--- config.mk ---
export PLATFORM = sky130hd
export DESIGN_NAME = pipe_stage_regs
export DESIGN_NICKNAME = d
export VERILOG_FILES = /design/src/rtl/pipe_pkg.sv /design/src/rtl/pipe_stage_regs_sat_counter.sv /design/src/rtl/pipe_stage_regs.sv
export SDC_FILE = /design/constraint.sdc
export NUM_CORES = 1
export LEC_CHECK = 0
export ABC_AREA = 1
export CELL_PAD_IN_SITES_DETAIL_PLACEMENT = 2
export CELL_PAD_IN_SITES_GLOBAL_PLACEMENT = 2
export CORE_MARGIN = 2
export CORE_UTILIZATION = 27
export CTS_CLUSTER_DIAMETER = 30
export DETAILED_ROUTE_END_ITERATION = 6
export GPL_ROUTABILITY_DRIVEN = 0
export PLACE_DENSITY = 0.93
export SLEW_MARGIN = 40
export SYNTH_ARGS = -nofsm -noshare
export SYNTH_HDL_FRONTEND = slang
export SYNTH_SLANG_ARGS = --single-unit
--- constraint.sdc ---
create_clock -name clk -period 3.8 [get_ports clk]
set_input_delay 0.57 -clock clk [delete_from_list [all_inputs] [get_ports clk]]
set_output_delay 0.57 -clock clk [all_outputs]
set_load 0.01 [all_outputs]
--- src/rtl/pipe_pkg.sv ---
// Shared constants for the MIPS pipeline stage registers: reset PC, NOP encoding,
// control-bundle layout and the hazard-control legality check.
package pipe_pkg;

    localparam logic [31:0] RESET_PC_DEFAULT = 32'h0000_0000;
    localparam logic [31:0] NOP_INSTR        = 32'h0000_0000;
    localparam int          CTRL_W           = 8;

    // Control bundle layout: {RegWrite, MemtoReg, MemWrite, ALUControl[2:0], ALUSrc, RegDst}
    localparam int CTRL_REGWRITE = 7;
    localparam int CTRL_MEMTOREG = 6;
    localparam int CTRL_MEMWRITE = 5;
    localparam int CTRL_ALU_MSB  = 4;
    localparam int CTRL_ALU_LSB  = 2;
    localparam int CTRL_ALUSRC   = 1;
    localparam int CTRL_REGDST   = 0;

    // A stalled decode stage must stall fetch too and bubble execute, or an
    // instruction gets duplicated/lost.
    function automatic logic proto_violation(input logic stall_f, input logic stall_d,
                                             input logic flush_e);
        return (stall_f != stall_d) || (stall_d && !flush_e);
    endfunction

endpackage

--- src/rtl/pipe_stage_regs_sat_counter.sv ---
// Event counter that sticks at all-ones instead of wrapping.
module sat_counter
    import pipe_pkg::*;
#(
    parameter int W = 16
) (
    input  logic         clk,
    input  logic         rst_n,
    input  logic         inc_i,
    output logic [W-1:0] cnt_o
);

    logic [W-1:0] cnt_q;
    logic [W-1:0] cnt_d;

    always_comb begin
        cnt_d = cnt_q;
        if (inc_i && (cnt_q != {W{1'b1}})) begin
            cnt_d = cnt_q + 1'b1;
        end
    end

    always_ff @(posedge clk or negedge rst_n) begin
        if (!rst_n) begin
            cnt_q <= '0;
        end else begin
            cnt_q <= cnt_d;
        end
    end

    assign cnt_o = cnt_q;

endmodule

--- src/rtl/pipe_stage_regs.sv ---
// Fetch PC, IF/ID and ID/EX registers driven by the hazard unit, with event
// counters and a sticky flag for illegal stall/flush combinations.
module pipe_stage_regs
    import pipe_pkg::*;
#(
    parameter logic [31:0] RESET_PC = RESET_PC_DEFAULT,
    parameter int          CTRL_W   = pipe_pkg::CTRL_W,
    parameter int          CNT_W    = 16
) (
    input  logic              clk,
    input  logic              rst,
    input  logic              StallF,
    input  logic              StallD,
    input  logic              FlushE,
    input  logic              PCSrcD,
    input  logic [31:0]       PCBranchD,
    input  logic [31:0]       InstrF,
    input  logic [CTRL_W-1:0] CtrlD,
    input  logic [4:0]        RsD,
    input  logic [4:0]        RtD,
    input  logic [4:0]        RdD,
    input  logic [31:0]       RD1D,
    input  logic [31:0]       RD2D,
    input  logic [31:0]       SignImmD,
    output logic [31:0]       PCF,
    output logic [31:0]       InstrD,
    output logic [31:0]       PCPlus4D,
    output logic              ValidD,
    output logic [CTRL_W-1:0] CtrlE,
    output logic [4:0]        RsE,
    output logic [4:0]        RtE,
    output logic [4:0]        RdE,
    output logic [31:0]       RD1E,
    output logic [31:0]       RD2E,
    output logic [31:0]       SignImmE,
    output logic              ValidE,
    output logic [CNT_W-1:0]  StallCnt,
    output logic [CNT_W-1:0]  SquashCnt,
    output logic [CNT_W-1:0]  BubbleCnt,
    output logic              ProtoErr
);

    logic [31:0]       pcf_q, pcf_d;
    logic [31:0]       instrd_q, instrd_d;
    logic [31:0]       pcplus4d_q, pcplus4d_d;
    logic              validd_q, validd_d;
    logic [CTRL_W-1:0] ctrle_q, ctrle_d;
    logic [4:0]        rse_q, rse_d, rte_q, rte_d, rde_q, rde_d;
    logic [31:0]       rd1e_q, rd1e_d, rd2e_q, rd2e_d, imme_q, imme_d;
    logic              valide_q, valide_d;
    logic              proto_err_q, proto_err_d;
    logic [31:0]       pc_plus4;

    assign pc_plus4 = pcf_q + 32'd4;

    always_comb begin
        pcf_d       = pcf_q;
        instrd_d    = instrd_q;
        pcplus4d_d  = pcplus4d_q;
        validd_d    = validd_q;
        proto_err_d = proto_err_q | proto_violation(StallF, StallD, FlushE);

        if (!StallF) begin
            pcf_d = PCSrcD ? PCBranchD : pc_plus4;
        end

        if (!StallD) begin
            if (PCSrcD) begin
                instrd_d   = NOP_INSTR;
                pcplus4d_d = '0;
                validd_d   = 1'b0;
            end else begin
                instrd_d   = InstrF;
                pcplus4d_d = pc_plus4;
                validd_d   = 1'b1;
            end
        end

        // ID/EX never holds: it takes D or a fully zeroed bubble every cycle,
        // so a bubble's register fields cannot match a forwarding comparator.
        if (FlushE) begin
            ctrle_d  = '0;
            rse_d    = '0;
            rte_d    = '0;
            rde_d    = '0;
            rd1e_d   = '0;
            rd2e_d   = '0;
            imme_d   = '0;
            valide_d = 1'b0;
        end else begin
            ctrle_d  = CtrlD;
            rse_d    = RsD;
            rte_d    = RtD;
            rde_d    = RdD;
            rd1e_d   = RD1D;
            rd2e_d   = RD2D;
            imme_d   = SignImmD;
            valide_d = validd_q;
        end
    end

    always_ff @(posedge clk or negedge rst) begin
        if (!rst) begin
            pcf_q       <= RESET_PC;
            instrd_q    <= '0;
            pcplus4d_q  <= '0;
            validd_q    <= 1'b0;
            ctrle_q     <= '0;
            rse_q       <= '0;
            rte_q       <= '0;
            rde_q       <= '0;
            rd1e_q      <= '0;
            rd2e_q      <= '0;
            imme_q      <= '0;
            valide_q    <= 1'b0;
            proto_err_q <= 1'b0;
        end else begin
            pcf_q       <= pcf_d;
            instrd_q    <= instrd_d;
            pcplus4d_q  <= pcplus4d_d;
            validd_q    <= validd_d;
            ctrle_q     <= ctrle_d;
            rse_q       <= rse_d;
            rte_q       <= rte_d;
            rde_q       <= rde_d;
            rd1e_q      <= rd1e_d;
            rd2e_q      <= rd2e_d;
            imme_q      <= imme_d;
            valide_q    <= valide_d;
            proto_err_q <= proto_err_d;
        end
    end

    sat_counter #(.W(CNT_W)) u_stall_cnt (
        .clk   (clk),
        .rst_n (rst),
        .inc_i (StallD),
        .cnt_o (StallCnt)
    );

    sat_counter #(.W(CNT_W)) u_squash_cnt (
        .clk   (clk),
        .rst_n (rst),
        .inc_i (PCSrcD && !StallD),
        .cnt_o (SquashCnt)
    );

    sat_counter #(.W(CNT_W)) u_bubble_cnt (
        .clk   (clk),
        .rst_n (rst),
        .inc_i (FlushE),
        .cnt_o (BubbleCnt)
    );

    assign PCF      = pcf_q;
    assign InstrD   = instrd_q;
    assign PCPlus4D = pcplus4d_q;
    assign ValidD   = validd_q;
    assign CtrlE    = ctrle_q;
    assign RsE      = rse_q;
    assign RtE      = rte_q;
    assign RdE      = rde_q;
    assign RD1E     = rd1e_q;
    assign RD2E     = rd2e_q;
    assign SignImmE = imme_q;
    assign ValidE   = valide_q;
    assign ProtoErr = proto_err_q;

endmodule

# After elaboration in Yosys (flattened, before gate mapping)
# Cells that the tools add are included.
# W data, S select, Z words.
word_totals:
  inputBits: 189
  ff_bits: 266
  word_cells: 45
classes:
  n_eq_ne: 4
  reduce_logical: 8
  bitwise_logic: 1
  addsub: 4
  n_mux: 12
ops:
  columns: ["cell", "n"]
  rows:
  - ["$mux W32", 6]
  - ["$add A16 B1 Y16 const B", 3]
  - ["$ne A16 B16 Y1 const B", 3]
  - ["$add A32 B3 Y32 const B", 1]
  - ["$mux W5", 3]
  - ["$mux W8", 1]
  - ["$logic_and A1 B1 Y1", 5]
  - ["$logic_not A1 Y1", 2]
  - ["$mux W1", 2]
  - ["$logic_or A1 B1 Y1", 1]
  - ["$ne A1 B1 Y1", 1]
  - ["$or A1 B1 Y1", 1]

# Depth between registers and ports, before layout
depth:
  word_depth: 4
  ltp_mapped: 10

# Cells and area by module
# From an unflattened synthesis, not the netlist that was laid out.
hier_totals:
  cells_unflattened: 1464
  hier_area_um2: 12151.7
by_module_without_submodules:
  columns: ["module", "area_per_inst_um2", "instances", "cells_each"]
  rows:
  - ["pipe_stage_regs", 8976.1, 1, 1017]
  - ["sat_counter", 1058.5, 3, 149]

# Least setup slack after synthesis
# Ideal clock, no wire load.
synth_timing:
  path_type: "register to register"
  from: "register u_squash_cnt.cnt_q[0] (netlist: u_squash_cnt.cnt_o[0])"
  to: "register u_squash_cnt.cnt_q[2] (netlist: u_squash_cnt.cnt_o[2])"
  required_ns: 3.677
  arrival_time_ns: 1.479
  stages_incl_launch_ff: 10
  setup_ns: 0.123
  path_slack_ns: 2.198
  synth_period_minus_slack_ns: 1.602
  n_path_buf: 1
  cell_sequence: "dfrtp_1 ha_1 inv_1 nor2_4 nand2_1 o21ai_2 inv_2 buf_6 nand3_2 nand2_1"
synth_between:
  elab_chain_len: 2
  word_cells_on_any_way: 3
  classes_between: "1 x add/sub; 1 x eq/ne; 1 x reduce/logical"
synth_lines:
  columns: ["item", "line", "text"]
  rows:
  - ["start: declaration", "pipe_stage_regs_sat_counter.sv:13", "logic [W-1:0] cnt_q;"]
  - ["start signal: assignment", "pipe_stage_regs_sat_counter.sv:27", "cnt_q <= cnt_d;"]
  - ["branches (longest 2 deep; another with $add A16 B1 Y16)", null, null]
# Parallel ways; which one is timed is not known.
# A chain may end at the register's enable or synchronous reset.

# Final worst setup path
layout_timing:
  from: "register pcf_q[26] (netlist: PCF[26])"
  to: "output port PCF[26]"
layout_lines:
  columns: ["item", "line", "text"]
  rows:
  - ["start: declaration", "pipe_stage_regs.sv:43", "logic [31:0] pcf_q, pcf_d;"]
  - ["start signal: assignment", "pipe_stage_regs.sv:118", "pcf_q <= pcf_d;"]
  - ["end: declaration", "pipe_stage_regs.sv:25", "output logic [31:0] PCF,"]
# No word-level cell between the ends.

==> run summary <==
I/O Buffers: 454
Max Clk Rate: 0.434 GHz
initial antenna violation count: 8
first-pass GRT wire length: 83400 µm
Hold Path Class: flop to flop
FF+latch area: 6660 µm²
register bit total from synthesis: 266
Layout area overhead: 69.0%
Hold EP: ProtoErr$_DFF_PN0_
critical-path cell list: clkdlybuf4s50_1
Total Wirelength: 55100 µm
clock root cell: clkbuf_16
CP startpoint kind: flop
RSZ-0062 raised after global routing: false
status: finished, final reports clean
HP Start: ProtoErr$_DFF_PN0_
Critical Path RT: 3.23 ns
Synth Cell Area: 11500 µm²
Die Span X: 211 µm
Min-Delay Path Depth: 1
I/O pin count: 455
Slew Limit Fails: 0
Tmin final: 2.30 ns
top-area cell type share of the netlist area: 57.7%
Nets: 2006
initial core utilization: 27.4%
Reg2Reg Depth: 8
post-route setup slack: 1.50 ns
sequential element share of the synthesized area: 57.7%
H-tree Lvls: 3
Fin. Hold Viols: 0
CTS Buf Count: 75
Max IR drop VDD: 0.346 mV
via count: 11300
slowest cell delay on critical path: 0.71 ns
Critical R2R Capture: u_squash_cnt.cnt_o[1]$_DFFE_PN0P_
total grt overflow: 0
delay-heaviest family, CP: buffers and inverters
antenna-violating nets left: 0
Area after DPL: 16700 µm²
cells after synthesis: 1315
Synth area leader: dfrtp_1
vias in the first global route: 13500
Filler Cells Inserted: 4416
clock tree buffer depth: 3
setup TNS: 0 ns
CTS sink cnt: 266
CP max-delay cell: clkdlybuf4s50_1
Crit Path Class: flop to output pin
core box area: 42000 µm²
CTS tree: built
Final setup viols: 0
Worst setup EP type: output pin
final cycle utilization of the critical path: 60.6%
power density cells: 627 nW/µm²
die height: 211 µm
drt pass-1 iters: 4
DRC errors left: 0
Iter 0 DRT Violations: 493
Buf/Inv on CP: 1
placed cells: 2274
wire per inst: 22.8 µm
fin cells: 2421
syn nets: 1508
layout cell share with drive strength beyond 1: 9.39%
post-synthesis cell type count: 31
R2R Setup Slk: 1.52 ns
mean number of vias per cell: 4.66
final instance area: 19500 µm²
crit-path max FO: 6
max-cap check violation count: 0
worst skew pair latency: 0.59 ns
area of the multi-input gates: 3830 µm²
number of core rows: 75
Leak Pwr: 9.04 nW
Ys Warns: 0
Tightest Pin Transition: 0.726 ns
Clock Skew: 0.0257 ns
largest net degree at the start of global routing: 60
Mapped Avg Cell Area: 8.77 µm²
full die area: 44400 µm²
fin util: 46.3%
Rel. slew slack: 51.6%
clk slew on worst S/H paths: 0.04 ns
critical path data arrival time: 1.73 ns
Synth area leaders: dfrtp_1, nand2_1, inv_1, nor2_1, a22o_1
HPWL Detailed: 37100 µm
worst r2r src: u_squash_cnt.cnt_o[0]$_DFFE_PN0P_
gr usage total: 24.9%
dpl ws: 1.09 ns
[layout by cell type (no fill, tap or decap), drive strengths merged]
master         Yosys  layout
clkdlybuf4s50      0     451
nand2            323     323
dfrtp            266     266
inv              214     219
nor2             192     192
clkbuf            26     100
o21ai             62      62
nand3             53      53
a22o              37      37
xor2              33      33
nand4             32      32
nor3              20      20
bufinv             0      18
buf               22      17
xnor2             10      10
clkinvlp           0      10
o21bai             8       8
diode              0       7
clkinv             0       6
a21oi              5       5
o211ai             4       4
ha                 4       4
and2               2       2
nand3b             1       1
a211o              1       1
dlygate4sd3        0       1
[synthesized netlist by cell type]
cell / n
a211o_1: 1
a21oi_1: 5
a22o_1: 37
and2_1: 2
buf_1: 4
buf_2: 11
buf_4: 2
buf_6: 5
clkbuf_1: 26
dfrtp_1: 266
ha_1: 4
inv_1: 209
inv_2: 5
nand2_1: 319
nand2_2: 4
nand3_1: 50
nand3_2: 3
nand3b_1: 1
nand4_1: 32
nor2_1: 180
nor2_2: 4
nor2_4: 8
nor3_1: 17
nor3_2: 3
o211ai_1: 4
o21ai_0: 44
o21ai_1: 14
o21ai_2: 4
o21bai_1: 8
xnor2_1: 10
xor2_1: 33
[worst max-delay path by stage]
| stage | from | end | slack [ns] | cells after the start |
|---|---|---|---|---|
| floorplan | u_squash_cnt.cnt_o[0]$_DFFE_PN0P_ | u_squash_cnt.cnt_o[2]$_DFFE_PN0P_ | 2.20 | 9 |
| global placement | StallF | PCF[17]$_DFFE_PN0N_ | 1.22 | 5 |
| detailed placement | StallF | PCF[31]$_DFFE_PN0N_ | 1.09 | 6 |
| CTS | PCF[26]$_DFFE_PN0N_ | PCF[26] | 1.42 | 1 |
| global route | u_squash_cnt.cnt_o[0]$_DFFE_PN0P_ | u_squash_cnt.cnt_o[1]$_DFFE_PN0P_ | 1.27 | 8 |
| finish | PCF[26]$_DFFE_PN0N_ | PCF[26] | 1.50 | 1 |
[cells by family after synthesis]
family                   share of synthesized area (%)
AO/OA/AOI/OAI                                     6.71
XOR/XNOR                                          3.27
flip-flops                                        57.7
buffers and inverters                             9.04
AND/OR/NAND/NOR                                   22.8
adder cells (fa/ha/maj)                          0.434
[what timing repair did]
action,4_1_cts,5_1_grt
hold endpoints to repair,56,0
hold buffers,1,0
buffers inserted,0,0
resized for setup,0,0
setup endpoints to repair,0,0
[power breakdown]
part / internal, mW / switching [mW]
logic: 0.850 / 0.894
registers: 3.11 / 0.305
clock network: 5.07 / 1.98
[metal layers]
metal | vias up | global-route usage [%] | routed length, µm
li1 | 5092 | - | -
met1 | 5680 | 25.6 | 19800
met2 | 411 | 45.4 | 29000
met3 | 108 | 8.42 | 4160
met4 | 2 | 11.8 | 2050
met5 | - | 0 | 12
[flip-flops by register name (all words and copies together), names as in the netlist]
| name | count |
|---|---|
| RD2E | 32 |
| SignImmE | 32 |
| RtE | 5 |
| InstrD | 32 |
| RsE | 5 |
| CtrlE | 8 |
| ValidE | 1 |
| PCPlus4D | 32 |
| u_stall_cnt.cnt_o | 16 |
| ProtoErr | 1 |
| PCF | 32 |
| u_squash_cnt.cnt_o | 16 |
| u_bubble_cnt.cnt_o | 16 |
| RD1E | 32 |
| ValidD | 1 |
| RdE | 5 |
[cell type report]
type | instances | area share [%]
Clock buffer | 100 | 10.7
Multi-Input combinational cell | 787 | 19.7
Clock inverter | 39 | 3.60
Timing Repair Buffer | 469 | 24.1
Antenna cell | 7 | 0.0899
Sequential cell | 266 | 34.2
Tap cell | 539 | 3.46
Inverter | 214 | 4.12
[stage by stage]
stage / total power, mW / hold slack [ns]
6_report: 12.2 / 0.474
5_1_grt: 12.7 / 0.502
4_1_cts: 12.4 / 0.465
3_5_place_dp: 5.14 / 0.469
3_3_place_gp: 5.02 / 0.454
2_1_floorplan: 4.00 / 0.274
Note: power is estimated with default switching activity, not from simulation.
